===== src/rtl/vae_fixed_pkg.sv =====
`default_nettype none
// ============================================================================
// Module  : vae_fixed_pkg
// Purpose : Shared Q6.10 fixed-point constants and the neuron front-end state
//           encoding used by the VAE encoder/decoder layer blocks.
// Contents: DATA_W, FRAC_W, Q610_MAX/MIN/ONE, neuron_state_t
// Revision: 1.0  initial release
// ============================================================================
package vae_fixed_pkg;

  localparam int DATA_W = 16;
  localparam int FRAC_W = 10;

  localparam logic signed [DATA_W-1:0] Q610_MAX = 16'sh7FFF;
  localparam logic signed [DATA_W-1:0] Q610_MIN = 16'sh8000;
  localparam logic signed [DATA_W-1:0] Q610_ONE = 16'sh0400;

  typedef enum logic [2:0] {
    IDLE  = 3'd0,
    ACCUM = 3'd1,
    BIAS  = 3'd2,
    SAT   = 3'd3,
    ACT   = 3'd4,
    DONE  = 3'd5
  } neuron_state_t;

endpackage : vae_fixed_pkg
`default_nettype wire


===== src/rtl/q610_round_sat.sv =====
`default_nettype none
// ============================================================================
// Module  : q610_round_sat
// Purpose : Combinational reduction of a Q(ACC_W-20).20 accumulator to a
//           saturated Q6.10 word: optional round-half-up, arithmetic shift by
//           FRAC_W, clamp to the signed DATA_W range.
// Ports   : acc (in,  ACC_W)  signed accumulator
//           q   (out, DATA_W) rounded/saturated result
// Config  : PREACT_ROUND_EN defined   -> add 1<<(FRAC_W-1) before the shift
//           PREACT_ROUND_EN undefined -> plain shift (truncate toward -inf)
// Revision: 1.0  initial release
// ============================================================================
module q610_round_sat #(
  parameter int ACC_W  = 40,
  parameter int DATA_W = 16,
  parameter int FRAC_W = 10
) (
  input  logic signed [ACC_W-1:0]  acc,
  output logic signed [DATA_W-1:0] q
);

  // One guard bit so the rounding addend can never wrap the accumulator.
  localparam int EXT_W = ACC_W + 1;

  localparam logic signed [EXT_W-1:0] MAX_EXT =
    {{(EXT_W-DATA_W+1){1'b0}}, {(DATA_W-1){1'b1}}};
  localparam logic signed [EXT_W-1:0] MIN_EXT =
    {{(EXT_W-DATA_W+1){1'b1}}, {(DATA_W-1){1'b0}}};

`ifdef PREACT_ROUND_EN
  localparam logic signed [EXT_W-1:0] HALF_LSB =
    {{(EXT_W-FRAC_W){1'b0}}, 1'b1, {(FRAC_W-1){1'b0}}};
`else
  localparam logic signed [EXT_W-1:0] HALF_LSB = '0;
`endif

  logic signed [EXT_W-1:0] biased;
  logic signed [EXT_W-1:0] shifted;

  always_comb begin
    biased  = {acc[ACC_W-1], acc} + HALF_LSB;
    shifted = biased >>> FRAC_W;
    if (shifted > MAX_EXT) begin
      q = MAX_EXT[DATA_W-1:0];
    end else if (shifted < MIN_EXT) begin
      q = MIN_EXT[DATA_W-1:0];
    end else begin
      q = shifted[DATA_W-1:0];
    end
  end

endmodule : q610_round_sat
`default_nettype wire


===== src/rtl/neuron_preact_seq.sv =====
`default_nettype none
// ============================================================================
// Module  : neuron_preact_seq
// Purpose : Serial neuron front-end. Accumulates N_INPUTS x*w products,
//           adds the bias, rounds/saturates to Q6.10, drives the sigmoid for
//           SIG_HOLD cycles and captures its result.
// Ports   : clk, rst (async, active-high)
//           start      in   begin one neuron (accepted in IDLE only)
//           in_valid   in   x_in/w_in beat valid
//           in_ready   out  high throughout ACCUM
//           x_in, w_in in   signed Q6.10 activation / weight
//           bias       in   signed Q6.10 bias, latched on accepted start
//           busy       out  high in every state except IDLE
//           act_x      out  saturated pre-activation to sigmoid x
//           sigmoid_en out  high for exactly SIG_HOLD cycles
//           sig_y      in   sigmoid result
//           y_out      out  captured activation
//           done       out  one-cycle completion pulse
// Config  : PREACT_ROUND_EN selects round-half-up in the SAT stage
//           (implemented in q610_round_sat).
// Revision: 1.0  initial release
// ============================================================================
module neuron_preact_seq #(
  parameter int N_INPUTS = 8,
  parameter int DATA_W   = vae_fixed_pkg::DATA_W,
  parameter int FRAC_W   = vae_fixed_pkg::FRAC_W,
  parameter int ACC_W    = 40,
  parameter int SIG_HOLD = 5
) (
  input  logic                     clk,
  input  logic                     rst,
  input  logic                     start,
  input  logic                     in_valid,
  output logic                     in_ready,
  input  logic signed [DATA_W-1:0] x_in,
  input  logic signed [DATA_W-1:0] w_in,
  input  logic signed [DATA_W-1:0] bias,
  output logic                     busy,
  output logic signed [DATA_W-1:0] act_x,
  output logic                     sigmoid_en,
  input  logic signed [DATA_W-1:0] sig_y,
  output logic signed [DATA_W-1:0] y_out,
  output logic                     done
);

  import vae_fixed_pkg::*;

  localparam int CNT_W  = $clog2(N_INPUTS + 1);
  localparam int HOLD_W = $clog2(SIG_HOLD + 1);
  localparam int PROD_W = 2 * DATA_W;

  neuron_state_t state;
  neuron_state_t state_nx;

  logic signed [ACC_W-1:0]  acc;
  logic        [CNT_W-1:0]  count;
  logic        [HOLD_W-1:0] hold_cnt;
  logic signed [DATA_W-1:0] bias_q;
  logic signed [PROD_W-1:0] prod;
  logic signed [DATA_W-1:0] sat_q;
  logic                     beat;
  logic                     last_beat;
  logic                     last_hold;

  // Full-precision Q12.20 product; sign-extended into the Q20.20 accumulator.
  assign prod      = x_in * w_in;
  assign beat      = in_valid && in_ready;
  assign last_beat = beat && (count == CNT_W'(N_INPUTS - 1));
  assign last_hold = (hold_cnt == HOLD_W'(SIG_HOLD - 1));

  q610_round_sat #(
    .ACC_W  (ACC_W),
    .DATA_W (DATA_W),
    .FRAC_W (FRAC_W)
  ) u_round_sat (
    .acc (acc),
    .q   (sat_q)
  );

  // --------------------------------------------------------------------------
  // State register
  // --------------------------------------------------------------------------
  always_ff @(posedge clk or posedge rst) begin
    if (rst) begin
      state <= IDLE;
    end else begin
      state <= state_nx;
    end
  end

  // --------------------------------------------------------------------------
  // Next state and state-decoded outputs
  // --------------------------------------------------------------------------
  always_comb begin
    state_nx   = state;
    in_ready   = 1'b0;
    busy       = 1'b1;
    sigmoid_en = 1'b0;
    done       = 1'b0;
    case (state)
      IDLE: begin
        busy = 1'b0;
        if (start) state_nx = ACCUM;
      end
      ACCUM: begin
        in_ready = 1'b1;
        if (last_beat) state_nx = BIAS;
      end
      BIAS: state_nx = SAT;
      SAT:  state_nx = ACT;
      ACT: begin
        sigmoid_en = 1'b1;
        if (last_hold) state_nx = DONE;
      end
      DONE: begin
        done     = 1'b1;
        state_nx = IDLE;
      end
      default: begin
        busy     = 1'b0;
        state_nx = IDLE;
      end
    endcase
  end

  // --------------------------------------------------------------------------
  // Datapath registers
  // --------------------------------------------------------------------------
  always_ff @(posedge clk or posedge rst) begin
    if (rst) begin
      acc      <= '0;
      count    <= '0;
      hold_cnt <= '0;
      bias_q   <= '0;
      act_x    <= '0;
      y_out    <= '0;
    end else begin
      case (state)
        IDLE: begin
          if (start) begin
            acc    <= '0;
            count  <= '0;
            bias_q <= bias;
          end
        end
        ACCUM: begin
          if (beat) begin
            acc   <= acc + ACC_W'(prod);
            count <= count + CNT_W'(1);
          end
        end
        BIAS: begin
          // Align the Q6.10 bias to the Q.20 accumulator scale.
          acc <= acc + (ACC_W'(bias_q) <<< FRAC_W);
        end
        SAT: begin
          act_x    <= sat_q;
          hold_cnt <= '0;
        end
        ACT: begin
          hold_cnt <= hold_cnt + HOLD_W'(1);
          // Sample the sigmoid on the edge that closes its last enabled cycle.
          if (last_hold) y_out <= sig_y;
        end
        default: ;
      endcase
    end
  end

endmodule : neuron_preact_seq
`default_nettype wire

===== config.mk =====
export PLATFORM = sky130hd
export DESIGN_NAME = neuron_preact_seq
export DESIGN_NICKNAME = d
export VERILOG_FILES = /design/src/rtl/vae_fixed_pkg.sv /design/src/rtl/q610_round_sat.sv /design/src/rtl/neuron_preact_seq.sv
export SDC_FILE = /design/constraint.sdc
export NUM_CORES = 1
export LEC_CHECK = 0
export CORE_ASPECT_RATIO = 1.4
export CORE_MARGIN = 5
export CORE_UTILIZATION = 63
export DETAILED_ROUTE_END_ITERATION = 10
export PLACE_DENSITY = 0.82
export SLEW_MARGIN = 20
export SYNTH_ARGS = -nofsm -noshare
export SYNTH_HDL_FRONTEND = slang
export SYNTH_SLANG_ARGS = --single-unit
export TNS_END_PERCENT = 30

===== constraint.sdc =====
create_clock -name clk -period 6.1 [get_ports clk]
set_clock_uncertainty 0.1 [all_clocks]
set_input_delay 1.22 -clock clk [delete_from_list [all_inputs] [get_ports clk]]
set_output_delay 1.22 -clock clk [all_outputs]
set_load 0.005 [all_outputs]

==> results of run 1 <==
==> cell usage in the layout, fill, tap and decap left out, types with 21 or more instances in the layout <==
cell and n:
a21o_1 27, a21oi_1 49, and2_1 97, and2_4 21, buf_4 236, buf_6 46
clkdlybuf4s50_1 72, dfrtp_1 98, fa_1 312, ha_1 123, ha_4 23, inv_1 378
inv_2 48, mux2_2 32, nand2_1 178, nor2_1 90, o21ai_0 52, xnor2_1 41
==> metal layers <==
layer  global-route usage  vias up
li1                     -     6742
met1                0.357     8086
met4                0.271        4
met5                    0        -
met3               0.0611      641
met2                0.646     1267
==> sequential cells by signal, summed over array words and instances (netlist names) <==
register,cells
state,3
y_out,16
count,4
bias_q,16
hold_cnt,3
acc,40
act_x,16
==> cells by family after synthesis <==
family | Yosys count | share of synthesized area
flip-flops | 98 | 0.137
adder cells (fa/ha/maj) | 478 | 0.474
XOR/XNOR | 63 | 0.0313
AO/OA/AOI/OAI | 263 | 0.0974
multiplexers | 34 | 0.0213
AND/OR/NAND/NOR | 504 | 0.135
buffers and inverters | 490 | 0.103
==> what timing repair did <==
item,in CTS,in global routing
buffers inserted,65,30
pin swaps,146,85
endpoints found under the setup margin,30,30
gates cloned,9,0
resized for setup,252,124
endpoints found under the hold margin,0,0
==> through the flow <==
step / cells / hold slack, ns / util / TNS (ns) / worst slack (ns)
after detailed placement: 2555 / 0.378 / 0.748 / -37.52 / -1.68
after floorplan: 1930 / 0.355 / - / -9.76 / -0.834
after global routing: 2668 / 0.423 / 0.819 / -31.54 / -1.49
after global placement: 2555 / 0.371 / 0.748 / -35.30 / -1.56
final: 2668 / 0.395 / 0.819 / -28.64 / -1.54
after CTS: 2644 / 0.398 / 0.801 / -14.34 / -0.826
==> layout make-up <==
class	count	share of cell area
Tap cell	375	0.0203
Clock buffer	10	0.00990
Multi-Input combinational cell	1342	0.627
Inverter	428	0.0697
Clock inverter	6	0.00319
Timing Repair Buffer	409	0.164
Sequential cell	98	0.106
==> Yosys cell counts (all sizes together) (3+ instances only) <==
master	n	area [µm²]
o21ai	72	360
a311oi	3	32.5
and3	8	50.1
nand3b	5	37.5
o211ai	6	45.0
nand2	197	739
nor3	8	40.0
buf	3	15.0
or3	4	25.0
clkbuf	59	221
a22oi	5	37.5
a21oi	62	310
a31oi	9	56.3
a22o	7	61.3
nor2b	9	56.3
dfrtp	98	2450
o21a	4	30.0
inv	428	1610
a41oi	3	26.3
mux2	32	360
nor3b	5	37.5
o221ai	7	67.6
xnor2	47	419
a221o	4	40.0
o2111ai	4	35.0
a32oi	3	26.3
and2	118	738
nand4	13	81.3
a211oi	12	95.1
a221oi	13	114
fa	331	6630
xor2	16	140
a21o	27	203
nand2b	9	56.3
ha	147	1840
o21bai	4	30.0
nor4	5	31.3
nor2	98	368
nand3	16	80.1
o41ai	3	26.3
==> worst max path at each step <==
stage,from,end,cells past startpoint
after floorplan,x_in[15],acc[38],24
after global routing,x_in[13],acc[31],27
after global placement,x_in[15],acc[38],23
after detailed placement,w_in[1],acc[38],24
after CTS,x_in[3],acc[38],24
final,x_in[13],acc[31],27
==> critical path, stage by stage <==
cell and delay [ns]:
clkbuf_2 0.13, buf_6 0.12, buf_12 0.12, buf_12 0.11, nand2_4 0.05, fa_1 0.61, inv_2 0.07, fa_1 0.57
inv_2 0.05, fa_1 0.53, inv_2 0.04, fa_1 0.45, fa_1 0.46, inv_1 0.36, fa_1 0.51, inv_1 0.12
ha_4 0.23, a21oi_1 0.30, o22ai_1 0.16, nor2_2 0.23, a311oi_4 0.19, buf_4 0.18, buf_4 0.13, a21o_1 0.16
a311o_1 0.28, a32oi_1 0.22, o21ai_1 0.10
==> results.py, run 1 <==
metrics = {
    "placement": {
        "dp_hpwl_um": 38800,
        "port_buffers": 103,
        "place_area_um2": 21100,
        "place.gp.congestion": 0.955,
    },
    "clock_network": {
        "ctsHtreeMaxLevel": 3,
        "clk_pin_slew_ns": 0.07,
        "cts_tree": "done",
        "ctsHoldBuffers": 0,
        "clock_tree.buffer_depth": 2,
        "cts_sinks": 98,
        "clock-root-buffer": "clkbuf_16",
        "insertion_delay_ns": 0.36,
        "cts_inserted_buffers": 9,
    },
    "yosys": {
        "seq_area_frac_synth": 0.137,
        "ys_warn_count": 0,
        "synth_cells": 1930,
        "ys_ff_latch": 98,
        "syn_area_um2": 17900,
        "synth_cell_types": 68,
        "synthesis.nets": 2476,
        "synthArstFlopShare": 1.00,
        "synth_edf_count": 0,
        "synth_flop_cell": "dfrtp_1",
        "synth_area_per_cell_um2": 9.25,
    },
    "cells_and_area": {
        "drive_gt1_frac": 0.256,
        "syn_to_final_growth_pct": 29.5,
        "nNetsFinal": 2834,
        "antenna_cells": 0,
        "multi_input_comb_area_um2": 14500,
        "seq_area_um2": 2450,
        "fillCellCount": 1435,
        "stdcell_area_um2": 23100,
    },
    "route": {
        "highest_layer": "met5",
        "drt-initial-drc-count": 1576,
        "vias_per_cell": 6.27,
        "met1_length_um": 19400,
        "dr_wl_met2_um": 31500,
        "antenna_left": 0,
        "vias": 16700,
        "drt-total-wl_um": 64700,
        "wl_met3_um": 6140,
        "drt-pass1-iter-count": 7,
        "wire_per_inst_um": 24.3,
        "drc": 0,
    },
    "floorplan": {
        "die_w_um": 152,
        "fp-row-count": 73,
        "io_pins": 104,
        "start_util": 0.633,
        "dieArea_um2": 31900,
        "core_region_area_um2": 28200,
        "die_h_um": 209,
    },
    "setup_path": {
        "crit_fanout": 6,
        "r2r_cells": 20,
        "start_kind": "primary input",
        "cp.required_ns": 6.19,
        "r2r_setup_slack_ns": -0.01,
        "critical_path_arrival_ns": 7.73,
        "critPathKind": "in2reg",
        "r2r_start": "acc[15]",
        "cp-end-kind": "flop",
        "rr_endpoint": "acc[31]",
    },
    "timing": {
        "min_period_ns": 7.64,
        "slew-limit-headroom": 0.270,
        "fmax_mhz": 131,
        "tightest_slew_ns": 1.10,
        "rsz0062_at_grt": "true",
        "slew_viol_final": 0,
        "fin_ws_ns": -1.54,
        "hold_viol_final": 0,
        "finalSetupViolations": 29,
        "fin_crit_sh": 1.25,
    },
    "status": {
        "outcome": "finished with violations",
        "violations": "negative setup slack",
    },
    "global_route": {
        "grt_pass1_vias": 18000,
        "antenna_found_initial": 2,
        "grt_use_total": 0.355,
        "grt_start_max_net_pins": 54,
        "grt_pass1_wl_um": 90200,
        "grt-ovfl-total": 0,
    },
    "min_path": {
        "whs_endpoint": "act_x[4]",
        "hold_start": "act_x[4]",
        "hold_path_depth": 2,
        "hp-class": "reg2reg",
    },
    "job": {
        "cap_violations": 0,
    },
}
Power of run 1 is left out: the tool's default activity adds up to more than one toggle a clock period on the data nets, which glitch-free logic cannot reach.
==> inputs of run 2 (changes only) <==
--- a/config.mk
+++ b/config.mk
@@ -9,6 +9,7 @@
 export CORE_MARGIN = 5
 export CORE_UTILIZATION = 63
 export DETAILED_ROUTE_END_ITERATION = 10
+export GPL_TIMING_DRIVEN = 0
 export PLACE_DENSITY = 0.82
 export SLEW_MARGIN = 20
 export SYNTH_ARGS = -nofsm -noshare
==> run 2 against run 1 <==
  * The run still ends with negative setup slack left
  * Setup slack gained 0.53 ns
  * Final cell count shrank 6.7%
  * Final area shrank 7.2%
  * Clock-buffer cell count is the same
  * Die area is the same
  * Register-to-register slack gained 0.45 ns
  * Critical path depth shrank 4
  * Non-clock buffer count shrank 181
  * Global-route usage shrank 3.2 points
  * Maximum frequency grew 7.5%
  * Via count shrank 12%
==> results.py, run 2 (same netlist as run 1, synthesis figures left out) <==
metrics = {
    "floorplan": {
        "die_h_um": 209,
        "die_w_um": 152,
        "core_region_area_um2": 28200,
        "fp-row-count": 73,
        "start_util": 0.633,
        "io_pins": 104,
        "dieArea_um2": 31900,
    },
    "global_route": {
        "grt_use_total": 0.323,
        "grt_start_max_net_pins": 73,
        "grt-ovfl-total": 0,
        "antenna_found_initial": 0,
        "grt_pass1_vias": 16100,
        "grt_pass1_wl_um": 81900,
    },
    "clock_network": {
        "cts_tree": "done",
        "ctsHtreeMaxLevel": 3,
        "clock-root-buffer": "clkbuf_16",
        "cts_sinks": 98,
        "insertion_delay_ns": 0.36,
        "clk_pin_slew_ns": 0.08,
        "clock_tree.buffer_depth": 2,
        "cts_inserted_buffers": 9,
    },
    "cells_and_area": {
        "stdcell_count": 2488,
        "nNetsFinal": 2654,
        "antenna_cells": 0,
        "largest_reg_flops": 40,
        "syn_to_final_growth_pct": 20.2,
        "post-route-util": 0.761,
        "final_cell_mix": "inv_1, fa_1, nand2_1",
        "drive_gt1_frac": 0.147,
        "final_common_cell": "inv_1",
        "top_register": "acc",
    },
    "timing": {
        "slew-limit-headroom": 0.310,
        "rsz0062_at_grt": "true",
        "finalSetupViolations": 26,
        "slew_viol_final": 0,
        "fin_crit_sh": 1.17,
        "tightest_slew_ns": 1.03,
        "min_period_ns": 7.11,
        "fin_ws_ns": -1.01,
        "hold_viol_final": 0,
        "fmax_mhz": 141,
    },
    "placement": {
        "port_buffers": 103,
        "place.gp.congestion": 0.948,
        "dp_cells": 2409,
        "dp_hpwl_um": 39800,
    },
    "setup_path": {
        "cp-endpoint": "acc[36]",
        "r2r_cells": 21,
        "crit_fanout": 10,
        "worst-path-buf-inv": 6,
        "crit_start": "w_in[9]",
        "r2r_start": "acc[15]",
        "crit_family": "adder cells",
        "cp_slowest_stage_delay_ns": 0.63,
        "cp.depth": 23,
        "cp.required_ns": 6.22,
        "cp-end-kind": "flop",
        "start_kind": "primary input",
        "path_common_cell": "fa_1",
        "critical_path_arrival_ns": 7.23,
        "rr_endpoint": "acc[36]",
        "slowest_stage": "fa_2",
        "r2r_setup_slack_ns": 0.44,
        "critPathKind": "in2reg",
        "crit_chain": "buf_4 -> clkbuf_8 -> nand2_1 -> fa_2 -> inv_2 -> fa_1 -> fa_1 -> fa_1 -> fa_1 -> inv_1 -> fa_1 -> inv_1 -> ha_1 -> o21ai_2 -> o211ai_1 -> a21oi_2 -> nand3_2 -> o21ai_2 -> o221ai_4 -> buf_4 -> a31oi_1 -> xor2_1 -> o221ai_1",
    },
    "route": {
        "wire_per_inst_um": 20.4,
        "antenna_left": 0,
        "vias": 14700,
        "drt-total-wl_um": 50700,
        "vias_per_cell": 5.89,
        "drc": 0,
        "drt-initial-drc-count": 934,
        "drt-pass1-iter-count": 5,
    },
    "status": {
        "outcome": "finished with violations",
        "violations": "negative setup slack",
    },
    "job": {
        "cap_violations": 0,
    },
    "min_path": {
        "hp-class": "reg2reg",
    },
}
## run 2: cell types whose count changed in the layout (fill, tap and decap cells not counted), moves of 11 or more
cell	delta
buf_6	-27
clkbuf_8	+12
buf_4	-177
clkbuf_1	+28
and2_1	+18
and2_4	-18
inv_2	-31
buf_2	-11
inv_1	+29
buf_12	-16
clkbuf_16	+18
## run 2: area by class of cell
class,count,area (µm²)
fillers,1872,6760
clock buffers,10,229
clock inverters,6,73.8
inverters,428,1620
well taps,375,469
flip-flops and latches,98,2450
multi-input cells,1342,14300
repair inverters,1,7.51
repair buffers,167,1590
plain buffers,61,747
## run 2: worst reg2reg max path: cells and delay by family (launching register included)
family          cells  cell delay, ns
fa+ha+maj           6            2.74
compound gates      6            1.12
buf+inv             6            0.66
flops               1            0.43
xor+xnor            1            0.27
simple gates        2            0.19
## run 2: stage by stage
stage,TNS (ns),setup WS [ns],cell area [µm²],hold WS [ns]
floorplan,-9.76,-0.834,18200,0.355
finish,-15.09,-1.01,21500,0.385
global route,-19.88,-1.15,21500,0.419
detailed placement,-53.76,-2.43,19700,0.370
global placement,-52.56,-2.40,19700,0.370
CTS,-13.75,-0.894,21300,0.388
## run 2: worst min-delay path by stage
stage	start	end	depth (start not counted)
floorplan	acc[6]	acc[6]	2
global placement	act_x[12]	act_x[12]	2
detailed placement	act_x[2]	act_x[2]	2
CTS	act_x[2]	act_x[2]	2
global route	act_x[3]	act_x[3]	2
finish	act_x[2]	act_x[2]	2
## run 2: metal layers
metal / global-route usage / part of all wire / vias to the layer above
met3: 0.0479 / 0.054 / 278
met5: 0 / 0 / -
met1: 0.350 / 0.34 / 7329
met2: 0.578 / 0.52 / 681
li1: - / - / 6372
met4: 0.224 / 0.091 / 0
## run 2: timing repair
item	4_1_cts	5_1_grt
endpoints found under the hold margin	0	0
endpoints found under the setup margin	32	28
gates resized for setup	350	37
gates cloned	6	0
hold buffers	0	0
setup buffers	51	7
pin swaps	84	31
Power of run 2 is left out for the same reason.
==> inputs of run 3 (changes only) <==
--- a/config.mk
+++ b/config.mk
@@ -5,9 +5,10 @@
 export SDC_FILE = /design/constraint.sdc
 export NUM_CORES = 1
 export LEC_CHECK = 0
+export ABC_AREA = 1
 export CORE_ASPECT_RATIO = 1.4
 export CORE_MARGIN = 5
-export CORE_UTILIZATION = 63
+export CORE_UTILIZATION = 64
 export DETAILED_ROUTE_END_ITERATION = 10
 export GPL_TIMING_DRIVEN = 0
 export PLACE_DENSITY = 0.82
==> run 3 against run 2 <==
  * Sequential share of layout area is 1.6 points lower
  * Flip-flop and latch count is the same
  * Maximum frequency increased by 9.8%
  * Setup slack improved by 0.63 ns
  * Die area rose by 9.7%
  * Final cell count up 34%
  * The run still ends with negative setup slack left
  * Global-route usage up 7.1 points
  * Highest routed layer unchanged
==> results.py, run 3 <==
metrics = {
    "clock_network": {
        "ctsHoldBuffers": 0,
        "cts_tree": "done",
        "cts_sinks": 98,
        "insertion_delay_ns": 0.37,
        "ctsHtreeMaxLevel": 3,
        "clk_pin_slew_ns": 0.08,
        "clock_tree.buffer_depth": 2,
        "cts_inserted_buffers": 9,
        "clock-root-buffer": "clkbuf_16",
    },
    "floorplan": {
        "core_region_area_um2": 30800,
        "start_util": 0.650,
        "die_w_um": 159,
        "io_pins": 104,
        "fp-row-count": 76,
        "die_h_um": 219,
        "dieArea_um2": 35000,
    },
    "cells_and_area": {
        "top_register": "acc",
        "final_common_cell": "nand2_1",
        "nNetsFinal": 3474,
        "stdcell_count": 3323,
        "drive_gt1_frac": 0.190,
        "stdcell_area_um2": 25000,
        "syn_to_final_growth_pct": 24.7,
        "final_cell_mix": "nand2_1, inv_1, fa_1",
        "largest_reg_flops": 40,
        "antenna_cells": 0,
        "post-route-util": 0.810,
    },
    "setup_path": {
        "cp_slowest_stage_delay_ns": 0.59,
        "cp.required_ns": 6.26,
        "rr_endpoint": "acc[19]",
        "r2r_start": "acc[3]",
        "cp-end-kind": "flop",
        "r2r_cells": 22,
        "start_kind": "primary input",
        "crit_chain": "clkbuf_4 -> buf_8 -> nand2_1 -> inv_1 -> fa_1 -> inv_1 -> fa_1 -> fa_1 -> fa_1 -> inv_1 -> fa_1 -> inv_2 -> fa_1 -> inv_2 -> ha_4 -> nand2_4 -> nor2_4 -> nand2_2 -> nor3_4 -> nand2_2 -> a21oi_2 -> nor2_1 -> nor2_1 -> nor2_1",
        "slowest_stage": "fa_1",
        "critPathKind": "in2reg",
        "critical_path_arrival_ns": 6.64,
        "crit_fanout": 10,
        "r2r_setup_slack_ns": 1.03,
        "path_common_cell": "fa_1",
        "crit_start": "w_in[14]",
    },
    "yosys": {
        "synth_cell_types": 47,
        "synthAdderAreaFrac": 0.423,
        "synth_edf_count": 0,
        "synth_cells": 2739,
        "synth_common_cells": "nand2_1, inv_1, fa_1",
        "muxShareOfSynthArea": 0.00900,
        "synth_top_area_cell": "fa_1",
        "syn_area_um2": 20000,
        "synth_xor_xnor_area_share": 0.00744,
        "synth_area_per_cell_um2": 7.31,
        "synth_compound_area_frac": 0.0509,
        "synth.most_common_cell": "nand2_1",
        "synthArstFlopShare": 1.00,
        "synth_top_area_share": 0.331,
        "synth_area_leaders": "fa_1, nand2_1, inv_1",
        "seq_area_frac_synth": 0.123,
        "synth_flop_cell": "dfrtp_1",
        "synth-simple-area-share": 0.229,
        "synth_top_family_by_area": "adder cells",
        "synthesis.nets": 3285,
        "ys_warn_count": 0,
        "ys_ff_latch": 98,
    },
    "global_route": {
        "grt_start_max_net_pins": 54,
        "grt_use_total": 0.394,
        "grt-ovfl-total": 0,
        "antenna_found_initial": 2,
        "grt_pass1_wl_um": 107000,
        "grt_pass1_vias": 20600,
    },
    "route": {
        "drc": 0,
        "drt-pass1-iter-count": 8,
        "vias_per_cell": 5.92,
        "wire_per_inst_um": 22.8,
        "drt-initial-drc-count": 1781,
        "vias": 19700,
        "drt-total-wl_um": 75800,
        "antenna_left": 0,
    },
    "timing": {
        "min_period_ns": 6.48,
        "slew-limit-headroom": 0.369,
        "fin_hold_ws_ns": 0.393,
        "rsz0062_at_grt": "true",
        "fin_crit_sh": 1.06,
        "slew_viol_final": 0,
        "hold_viol_final": 0,
        "fmax_mhz": 154,
        "fin_ws_ns": -0.378,
        "finalSetupViolations": 29,
        "tightest_slew_ns": 0.935,
    },
    "status": {
        "violations": "negative setup slack",
        "outcome": "finished with violations",
    },
    "min_path": {
        "hp-class": "reg2reg",
        "whs_endpoint": "act_x[11]",
        "hold_path_depth": 2,
        "hold_start": "act_x[11]",
    },
    "placement": {
        "place.gp.congestion": 1.01,
        "dp_cells": 3203,
        "place_area_um2": 21800,
        "dp_hpwl_um": 55200,
        "port_buffers": 73,
    },
    "job": {
        "cap_violations": 0,
    },
}
## run 3: cell count changes in the layout (fill, tap and decap cells not counted), moves of 22 or more
cell	previous run	this run
nand2_1	187	701
inv_1	407	687
and2_1	115	0
nand3_1	13	80
nand2_2	6	69
nand2_4	3	35
xnor2_1	41	11
inv_2	17	46
nor2_4	0	28
clkbuf_1	29	4
a21o_1	26	2
buf_4	59	81
## run 3: worst max path at each step
stage                     endpoint  slack (ns)  depth (start not counted)
after CTS                  acc[31]       -0.19                         26
after detailed placement   acc[30]       -1.65                         26
after global placement     acc[33]       -1.59                         26
final                      acc[32]       -0.38                         24
after global routing       acc[33]       -0.50                         28
after floorplan            acc[35]       -0.25                         26
## run 3: area by class of cell
class,count,area [µm²]
Buffer,81,1210
Clock buffer,9,225
Clock inverter,7,96.3
Fill cell,1915,5850
Inverter,748,2850
Multi-Input combinational cell,1812,15900
Sequential cell,98,2450
Tap cell,390,488
Timing Repair Buffer,177,1670
Timing Repair inverter,1,7.51
## run 3: critical path, delay by kind of cell
kind | cells | cell delay [ns]
compound gates | 1 | 0.12
simple gates | 9 | 1.18
fa+ha+maj | 7 | 3.42
buf+inv | 7 | 0.70
## run 3: metal layers
layer | vias to the layer above | wire, µm | global-route usage
met3 | 574 | 6540 | 0.0594
met2 | 1322 | 38100 | 0.726
met1 | 9399 | 22200 | 0.383
met5 | - | 0 | 0
met4 | 0 | 8990 | 0.332
li1 | 8389 | - | -
## run 3: logic make-up after synthesis
family / after synthesis
flip-flops: 98
multiplexers: 16
AO/OA/AOI/OAI: 178
XOR/XNOR: 17
AND/OR/NAND/NOR: 1123
buffers and inverters: 829
adder cells (fa/ha/maj): 478
## run 3: repair_timing
item | in CTS | in global routing
endpoints found under the setup margin | 32 | 29
pin swaps | 92 | 159
setup buffers | 53 | 43
cloned | 3 | 5
gates resized for setup | 298 | 249
## run 3: stage by stage
stage	setup TNS [ns]	worst slack [ns]
after floorplan	-3.11	-0.248
final	-6.92	-0.378
after global placement	-42.80	-1.59
after detailed placement	-44.33	-1.65
after global routing	-10.61	-0.499
after CTS	-3.63	-0.190
Power of run 3 is left out for the same reason.
